$ cat src/rtl/carry_select_adder.sv
// Registered carry-select adder: {cout,sum} = a + b + cin, built from BLOCK-bit ripple sections.
// Latency 1 cycle, one operation accepted per cycle; sum/cout hold when in_valid is low.
// No backpressure: the block is always ready, out_valid pulses one cycle after each in_valid.
module carry_select_adder #(
  parameter int WIDTH = 4,
  parameter int BLOCK = 2
) (
  input  logic             clk,
  input  logic             rst_n,
  input  logic [WIDTH-1:0] a,
  input  logic [WIDTH-1:0] b,
  input  logic             cin,
  input  logic             in_valid,
  output logic [WIDTH-1:0] sum,
  output logic             cout,
  output logic             out_valid
);

  localparam int NSEC = (BLOCK > 0) ? (WIDTH / BLOCK) : 1;

  // Reject illegal geometries at elaboration rather than building a truncated adder.
  if (WIDTH < 1 || BLOCK < 1 || BLOCK > WIDTH || (WIDTH % BLOCK) != 0) begin : g_bad_params
    $error("carry_select_adder: WIDTH must be >= 1 and a multiple of BLOCK, with 1 <= BLOCK <= WIDTH");
  end

  // One BLOCK-bit ripple chain of full-adder cells; returns {carry_out, sum}.
  function automatic logic [BLOCK:0] ripple(input logic [BLOCK-1:0] x,
                                            input logic [BLOCK-1:0] y,
                                            input logic             c);
    logic [BLOCK-1:0] s;
    logic             cc;
    s  = '0;
    cc = c;
    for (int i = 0; i < BLOCK; i++) begin
      s[i] = x[i] ^ y[i] ^ cc;
      cc   = (x[i] & y[i]) | (cc & (x[i] ^ y[i]));
    end
    return {cc, s};
  endfunction

  logic [WIDTH-1:0] sum_d;
  logic             cout_d;
  logic [WIDTH-1:0] sum_q;
  logic             cout_q;
  logic             out_valid_q;

  // Each section keeps its own carry-out so the chain is a set of distinct nets,
  // not feedback through one shared vector.
  for (genvar k = 0; k < NSEC; k++) begin : g_sec
    logic [BLOCK-1:0] xa;
    logic [BLOCK-1:0] xb;
    logic             co;

    assign xa = a[k*BLOCK +: BLOCK];
    assign xb = b[k*BLOCK +: BLOCK];

    if (k == 0) begin : g_ripple
      // Lowest section sees cin directly, so there is nothing to select.
      logic [BLOCK:0] r;
      assign r                   = ripple(xa, xb, cin);
      assign sum_d[BLOCK-1:0]    = r[BLOCK-1:0];
      assign co                  = r[BLOCK];
    end else begin : g_select
      // Both carry-in outcomes are computed in parallel; the lower carry only drives the mux.
      logic [BLOCK:0] r0;
      logic [BLOCK:0] r1;
      logic [BLOCK:0] rs;
      assign r0                        = ripple(xa, xb, 1'b0);
      assign r1                        = ripple(xa, xb, 1'b1);
      assign rs                        = g_sec[k-1].co ? r1 : r0;
      assign sum_d[k*BLOCK +: BLOCK]   = rs[BLOCK-1:0];
      assign co                        = rs[BLOCK];
    end
  end

  assign cout_d = g_sec[NSEC-1].co;

  // Result register: clear on reset, load on valid, otherwise hold with out_valid low.
  always_ff @(posedge clk) begin
    if (!rst_n) begin
      sum_q       <= '0;
      cout_q      <= 1'b0;
      out_valid_q <= 1'b0;
    end else begin
      out_valid_q <= in_valid;
      if (in_valid) begin
        sum_q  <= sum_d;
        cout_q <= cout_d;
      end
    end
  end

  assign sum       = sum_q;
  assign cout      = cout_q;
  assign out_valid = out_valid_q;

endmodule

$ cat config.mk
export PLATFORM = sky130hd
export DESIGN_NAME = carry_select_adder
export DESIGN_NICKNAME = d
export VERILOG_FILES = /design/src/rtl/carry_select_adder.sv
export SDC_FILE = /design/constraint.sdc
export NUM_CORES = 1
export LEC_CHECK = 0
export ABC_CLOCK_PERIOD_IN_PS = 4000
export CAP_MARGIN = 30
export CORE_AREA = 2 2 39 41
export DETAILED_ROUTE_END_ITERATION = 16
export DIE_AREA = 0 0 41 43
export PLACE_DENSITY = 0.55
export SLEW_MARGIN = 20
export SYNTH_ARGS = -nofsm -noshare
export SYNTH_HDL_FRONTEND = slang
export SYNTH_SLANG_ARGS = --single-unit
$ cat constraint.sdc
create_clock -name clk -period 4 [get_ports clk]
set_input_delay 0.8 -clock clk [delete_from_list [all_inputs] [get_ports clk]]
set_output_delay 0.8 -clock clk [all_outputs]
set_load 0.02 [all_outputs]
======== Word level (Yosys, flattened, before mapping) ========
Cells that the tools add are included.
cells by class
  add/subtract/negate cells ............... 0
  multiply operators ...................... 0
  div/mod/pow operators ................... 0
  order comparisons ....................... 0
  eq/ne operators ......................... 0
  shift-type cells ........................ 0
  multiplexer cells ....................... 1
  bitwise operators ....................... 22
  reductions and logical operators ........ 0
operators with widths
  kind         count
  $and 1x1->1  8
  $xor 1x1->1  8
  $or 1x1->1   5
  $mux 3       1
  $not 1->1    1
storage, ports and cells
  register bits after elaboration ......... 6
  latch bits .............................. 0
  memory bits (writable) .................. 0
  bits in read-only memories .............. 0
  input port bits ......................... 12
  logic and storage cells ................. 26
  memories ................................ 0

======== Depth between registers and ports, before layout ========
Gate-level depths: netlist (run 1).
  depth after elaboration ................. 6
  depth in mapped cells ................... 9
  mapped depth without buffers ............ 9

======== Worst setup path before layout (run 1) ========
Ideal clock, no wire load.
  path type ............................... input to register
  from .................................... input a[0]
  to ...................................... register sum_q[3] (netlist: sum[3])
  library setup time ...................... 116 ps
  data arrival time ....................... 2,236 ps
  required time ........................... 3,884 ps
  slack ................................... 1,648 ps
  stages .................................. 9
  path buffers ............................ 0
  path through ............................ inv_1 fa_1 inv_1 fa_1 nand2_1 o21ai_0 fa_1 nand2_1 o211a_1
on the way
  longest elaborated chain between the ends .. 6
ends and longest elaborated chain
  what                  RTL line  text
  start, declared       10        input logic [WIDTH-1:0] a,
  $xor 1x1->1           36        cc = (x[i] & y[i]) | (cc & (x[i] ^ y[i]));
  $and 1x1->1           36
  $or 1x1->1 *          36
  $and 1x1->1 *         36
  $or 1x1->1 *          36
  $mux 3 *              70        assign rs = g_sec[k-1].co ? r1 : r0;
  end signal, assigned  87        sum_q <= sum_d;
  end, declared         43        logic [WIDTH-1:0] sum_q;
Mark *: on every way between the ends. The rest lies on a longest branch, timed or not.
A chain may end at the register's enable or synchronous reset.

======== Final worst setup path (run 1) ========
Same ends and word-level chain as after synthesis.

==> impl_metrics.env, run 1 <==
export IMPL_status="finished, final reports clean"
export IMPL_yosys_warnings=0
export IMPL_globalRoute_totalOverflow=0
export IMPL_die_x_um=41
export IMPL_p_clk_share_pct=31.1
export IMPL_nNetsFinal=72
export IMPL_place_congestion=0.597
export IMPL_power_total_mw=0.169
export IMPL_dieArea_sq_mm=0.00176
export IMPL_area_growth_pct=59.4
export IMPL_syn_area_sq_um=339
export IMPL_cts_hold_fix_buffers=0
export IMPL_portBuffers=17
export IMPL_drt_iter0_drc=0
export IMPL_drive_gt1_share_pct=7.55
export IMPL_row_count=14
export IMPL_grt_first_pass_wirelength_um=855
export IMPL_dr_pass1_iters=1
export IMPL_synth_seq_area_share_pct=35.4
export IMPL_max_cap_viol_count=0
export IMPL_syn_nets=51
export IMPL_ir_drop_mv=0.0866
export IMPL_final_period_utilization_pct=65.9
export IMPL_required_ps=4130
export IMPL_cts_buffers=3
export IMPL_syn_inst=34
export IMPL_worstSetupEndpoint="sum[3]$_SDFFE_PN0P_"
export IMPL_clk_path_buf_depth=2
export IMPL_fp_dieH_um=43
export IMPL_avgSynthCellArea_sq_um=9.97
export IMPL_grt_start_max_net_pins=11
export IMPL_vias_per_cell=3.90
export IMPL_start_util_pct=24.5
export IMPL_p_switching_mw=0.0419
export IMPL_setup_tns_ps=0
export IMPL_finalHoldViolations=0
export IMPL_grt_use_total_pct=7.37
export IMPL_drc=0
export IMPL_drv_slew=0
export IMPL_synth_seq_cells=6
export IMPL_setup_violations_final=0
export IMPL_synth_distinct_cells=13
export IMPL_fin_crit_ps=2640
export IMPL_crit_reg2reg_launch="sum[2]$_SDFFE_PN0P_"
export IMPL_worst_ep_arrival_time_ps=2760
export IMPL_drt_wirelength_per_cell_um=8.06
export IMPL_reg2reg_slack_ps=3380
export IMPL_r2r_cells=2
export IMPL_htree_levels=1
export IMPL_coreArea_sq_mm=0.00138
export IMPL_antenna_found_initial=0
export IMPL_cp_end_kind="flip-flop"
export IMPL_powerDensity_mw_per_mm2=313
export IMPL_clkLatencyLatePin_ps=230
export IMPL_finalClockSkew_ps=0
export IMPL_n_fill_cell=152
export IMPL_final_seq_area_sq_um=120
export IMPL_clock_sinks=6
export IMPL_tritoncts="done"
export IMPL_critPathLaunchType="input pin"
export IMPL_post_dp_hpwl_um=454
export IMPL_ant_nets=0
export IMPL_pwr_share_comb_pct=28.7
export IMPL_cts_setup_buffers=0
export IMPL_seq_power_share_pct=40.2
export IMPL_worst_path_max_fanout=3
export IMPL_critPathKind="in2reg"
export IMPL_power_internal_mw=0.127
export IMPL_slew_headroom_pct=77.8
export IMPL_num_vias=269
export IMPL_wl_um=556
export IMPL_grt_setup_unrepaired="false"
export IMPL_power_share_switching_pct=24.8
export IMPL_ios=18
export IMPL_path_clk_slew_ps=40
export IMPL_r2r_end="sum[2]$_SDFFE_PN0P_"
export IMPL_leakage_nw=0.264
export IMPL_hold_class="reg2reg"
export IMPL_ctsRootBufferMaster="clkbuf_4"
export IMPL_worstSetupStartpoint="a[0]"
export IMPL_multi_input_comb_area_sq_um=178
export IMPL_hold_start="sum[3]$_SDFFE_PN0P_"
export IMPL_max_freq_mhz=379
export IMPL_grt_pass1_vias=226
export IMPL_antenna_cells=0
export IMPL_worst_slew_pin_slew_ps=332
export IMPL_postCtsResizedCells=0
final cells by class:
| cell class | count | area share (%) |
|---|---|---|
| Inverter | 8 | 5.56 |
| Sequential cell | 6 | 22.2 |
| Multi-Input combinational cell | 19 | 32.9 |
| Timing Repair Buffer | 17 | 31.5 |
| Clock buffer | 3 | 4.17 |
| Tap cell | 16 | 3.70 |
flip-flops by register name, summed over array words and instances (netlist names):
name,count
out_valid,1
cout,1
sum,4
through the flow:
step                utilization [%]  instances  worst slack, ps  hold WS (ps)  area, sq um
floorplan                         -         34             1650           589          339
CTS                            39.1         69             1350           483          541
detailed placement             37.4         66             1090           475          518
finish                         39.1         69             1360           485          541
global placement               37.4         66             1100           472          518
global route                   39.1         69             1250           502          541
synthesized netlist by cell type (all sizes together):
cell	count	area share, %
o211a	3	8.9
buf	1	3.3
nand2	4	4.4
nor2b	1	1.8
fa	3	18
dfxtp	6	35
ha	2	7.4
inv	8	8.9
and2	1	2.2
o21ai	2	3.0
xnor2	1	2.6
mux2i	1	3.0
a21oi	1	1.5
cell families after synthesis:
group / count (synthesis) / synth area share [%]
AOI/OAI and AO/OA: 6 / 13.3
xor gates and xnor gates: 1 / 2.58
adders and majority gates: 5 / 25.1
buffers and inverters: 9 / 12.2
DFF: 6 / 35.4
muxes: 1 / 2.95
and+or+nand+nor: 6 / 8.49
power groups by stage:
stage / registers, mW / clock network [mW] / logic (mW)
finish: 0.0678 / 0.0526 / 0.0485
floorplan: 0.0754 / 0 / 0.0185
CTS: 0.0678 / 0.0550 / 0.0497
global placement: 0.0689 / 0 / 0.0488
global route: 0.0682 / 0.0577 / 0.0537
detailed placement: 0.0689 / 0 / 0.0495
per-layer routing:
layer | global-route usage [%] | part of all wire [%] | vias to the layer above
li1 | - | - | 143
met3 | 1.57 | 11 | 2
met5 | 0 | 0 | -
met2 | 9.06 | 43 | 11
met1 | 9.48 | 45 | 113
met4 | 8.00 | 1.6 | 0
layout by cell type (no fill, tap or decap), drive strengths merged:
| master | Yosys | layout |
|---|---|---|
| o211a | 3 | 3 |
| xnor2 | 1 | 1 |
| dfxtp | 6 | 6 |
| fa | 3 | 3 |
| clkbuf | 0 | 3 |
| and2 | 1 | 1 |
| ha | 2 | 2 |
| mux2i | 1 | 1 |
| o21ai | 2 | 2 |
| clkdlybuf4s50 | 0 | 17 |
| inv | 8 | 8 |
| a21oi | 1 | 1 |
| nand2 | 4 | 4 |
| nor2b | 1 | 1 |
critical path, stage by stage:
cell and delay (ps):
clkdlybuf4s50_1 450, inv_1 50, fa_1 410, inv_1 70
fa_1 210, o21ai_0 110, fa_1 490, nand2_1 50
o211a_1 110
how the worst min path moves through the flow:
stage          cells after the start                   to
3_3_place_gp                       1  sum[3]$_SDFFE_PN0P_
3_5_place_dp                       1  sum[3]$_SDFFE_PN0P_
6_report                           1  sum[3]$_SDFFE_PN0P_
2_1_floorplan                      2  sum[1]$_SDFFE_PN0P_
4_1_cts                            1  sum[3]$_SDFFE_PN0P_
5_1_grt                            1  sum[3]$_SDFFE_PN0P_
(Power assumes the default switching activity.)
==> run 2: changes to the inputs <==
- ABC_CLOCK_PERIOD_IN_PS: 4000 -> 2500
- clock period: 4 -> 2.5 ns (I/O delays scaled with it)
==> impl_metrics.env, run 2 (same netlist as run 1, synthesis figures left out) <==
export IMPL_tritoncts="done"
export IMPL_clkLatencyLatePin_ps=240
export IMPL_wl_um=595
export IMPL_largest_reg_flops=4
export IMPL_setup_violations_final=0
export IMPL_ctsRootBufferMaster="clkbuf_4"
export IMPL_holdWs_ps=477
export IMPL_hold_start="sum[3]$_SDFFE_PN0P_"
export IMPL_critPathKind="in2reg"
export IMPL_final_util_pct=39.1
export IMPL_power_total_mw=0.271
export IMPL_crit_reg2reg_launch="sum[2]$_SDFFE_PN0P_"
export IMPL_die_x_um=41
export IMPL_grt_first_pass_wirelength_um=924
export IMPL_ant_nets=0
export IMPL_max_cap_viol_count=0
export IMPL_fp_dieH_um=43
export IMPL_path_clk_slew_ps=40
export IMPL_leakage_nw=0.264
export IMPL_drt_iter0_drc=1
export IMPL_finalClockSkew_ps=0
export IMPL_place_congestion=0.656
export IMPL_drv_slew=0
export IMPL_hold_path_cell_count=1
export IMPL_critPathLaunchType="input pin"
export IMPL_p_clk_share_pct=31.4
export IMPL_design_area_sq_um=541
export IMPL_worst_ep_arrival_time_ps=2450
export IMPL_antenna_found_initial=0
export IMPL_start_util_pct=24.5
export IMPL_num_vias=282
export IMPL_status="finished, final reports clean"
export IMPL_cp_top_family="adder cells"
export IMPL_drc=0
export IMPL_final_common_cell="clkdlybuf4s50_1"
export IMPL_r2r_end="sum[2]$_SDFFE_PN0P_"
export IMPL_drive_gt1_share_pct=7.55
export IMPL_portBuffers=17
export IMPL_grt_start_max_net_pins=11
export IMPL_placedInstanceArea_sq_um=518
export IMPL_dieArea_sq_mm=0.00176
export IMPL_r2r_cells=2
export IMPL_hold_class="reg2reg"
export IMPL_drt_wirelength_per_cell_um=8.62
export IMPL_p_switching_mw=0.0681
export IMPL_clk_path_buf_depth=2
export IMPL_max_freq_mhz=431
export IMPL_reg2reg_slack_ps=1870
export IMPL_ir_drop_mv=0.221
export IMPL_crit_top_cell="fa_1"
export IMPL_htree_levels=1
export IMPL_nNetsFinal=72
export IMPL_slew_headroom_pct=76.1
export IMPL_layout_setup_ws_ps=179
export IMPL_final_period_utilization_pct=92.8
export IMPL_powerDensity_mw_per_mm2=502
export IMPL_post_dp_hpwl_um=517
export IMPL_critical_path_buf_inv_count=3
export IMPL_worst_path_max_fanout=3
export IMPL_path_cells="clkdlybuf4s50_1 > inv_1 > fa_1 > inv_1 > fa_1 > o21ai_0 > fa_1 > nand2_1 > o211a_1"
export IMPL_fin_crit_ps=2320
export IMPL_pre_cts_ws_ps=-85.3
export IMPL_row_count=14
export IMPL_dr_pass1_iters=2
export IMPL_worst_slew_pin_slew_ps=357
export IMPL_cts_setup_buffers=0
export IMPL_pwr_share_comb_pct=28.6
export IMPL_final_cell_mix="17 x clkdlybuf4s50_1, 8 x inv_1, 6 x dfxtp_1, 4 x nand2_1"
export IMPL_area_growth_pct=59.4
export IMPL_slowest_stage="fa_1"
export IMPL_seq_power_share_pct=40.0
export IMPL_grt_setup_unrepaired="false"
export IMPL_cts_buffers=3
export IMPL_postCtsResizedCells=0
export IMPL_power_internal_mw=0.203
export IMPL_antenna_cells=0
export IMPL_finalHoldViolations=0
export IMPL_required_ps=2630
export IMPL_vias_per_cell=4.09
export IMPL_grt_use_total_pct=8.38
export IMPL_grt_pass1_vias=226
export IMPL_power_share_switching_pct=25.1
export IMPL_cp_end_kind="flip-flop"
export IMPL_ios=18
export IMPL_clock_sinks=6
export IMPL_coreArea_sq_mm=0.00138
export IMPL_globalRoute_totalOverflow=0
export IMPL_max_stage_delay_ps=490
export IMPL_holdPathEnd="sum[3]$_SDFFE_PN0P_"
export IMPL_cts_hold_fix_buffers=0
[run 2: layout make-up]
type,instances,area [sq um]
sequential,6,120
clock buffer,3,22.5
timing repair buffer,17,170
fill,153,843
multi-input combinational,19,178
inverter,8,30.0
tap,16,20.0
[run 2: through the flow]
stage / setup TNS (ps) / instances
6_report: 0 / 69
5_1_grt: 0 / 69
4_1_cts: 0 / 69
3_5_place_dp: -85.3 / 66
3_3_place_gp: -87.8 / 66
2_1_floorplan: 0 / 34
[run 2: worst max-delay path by stage]
stage / start / endpoint / slack [ps] / cells after the start
floorplan: a[0] / sum[3]$_SDFFE_PN0P_ / 450 / 9
global placement: a[0] / sum[3]$_SDFFE_PN0P_ / -90 / 9
detailed placement: a[0] / sum[3]$_SDFFE_PN0P_ / -90 / 9
CTS: a[0] / sum[3]$_SDFFE_PN0P_ / 170 / 9
global route: a[0] / sum[3]$_SDFFE_PN0P_ / 60 / 10
finish: a[0] / sum[3]$_SDFFE_PN0P_ / 180 / 9
[run 2: power groups by stage]
stage	logic (mW)	registers, mW	clock network [mW]
2_1_floorplan	0.0296	0.121	0
3_3_place_gp	0.0785	0.110	0
3_5_place_dp	0.0792	0.110	0
4_1_cts	0.0794	0.109	0.0907
5_1_grt	0.0864	0.109	0.0986
6_report	0.0777	0.108	0.0851
[run 2: metal layers]
| metal | vias up | track usage, % | share of wire, % |
|---|---|---|---|
| met5 | - | 0 | 0 |
| met4 | 0 | 4.00 | 0 |
| met3 | 0 | 7.85 | 13 |
| met2 | 15 | 10.3 | 43 |
| met1 | 123 | 9.48 | 43 |
| li1 | 144 | - | - |
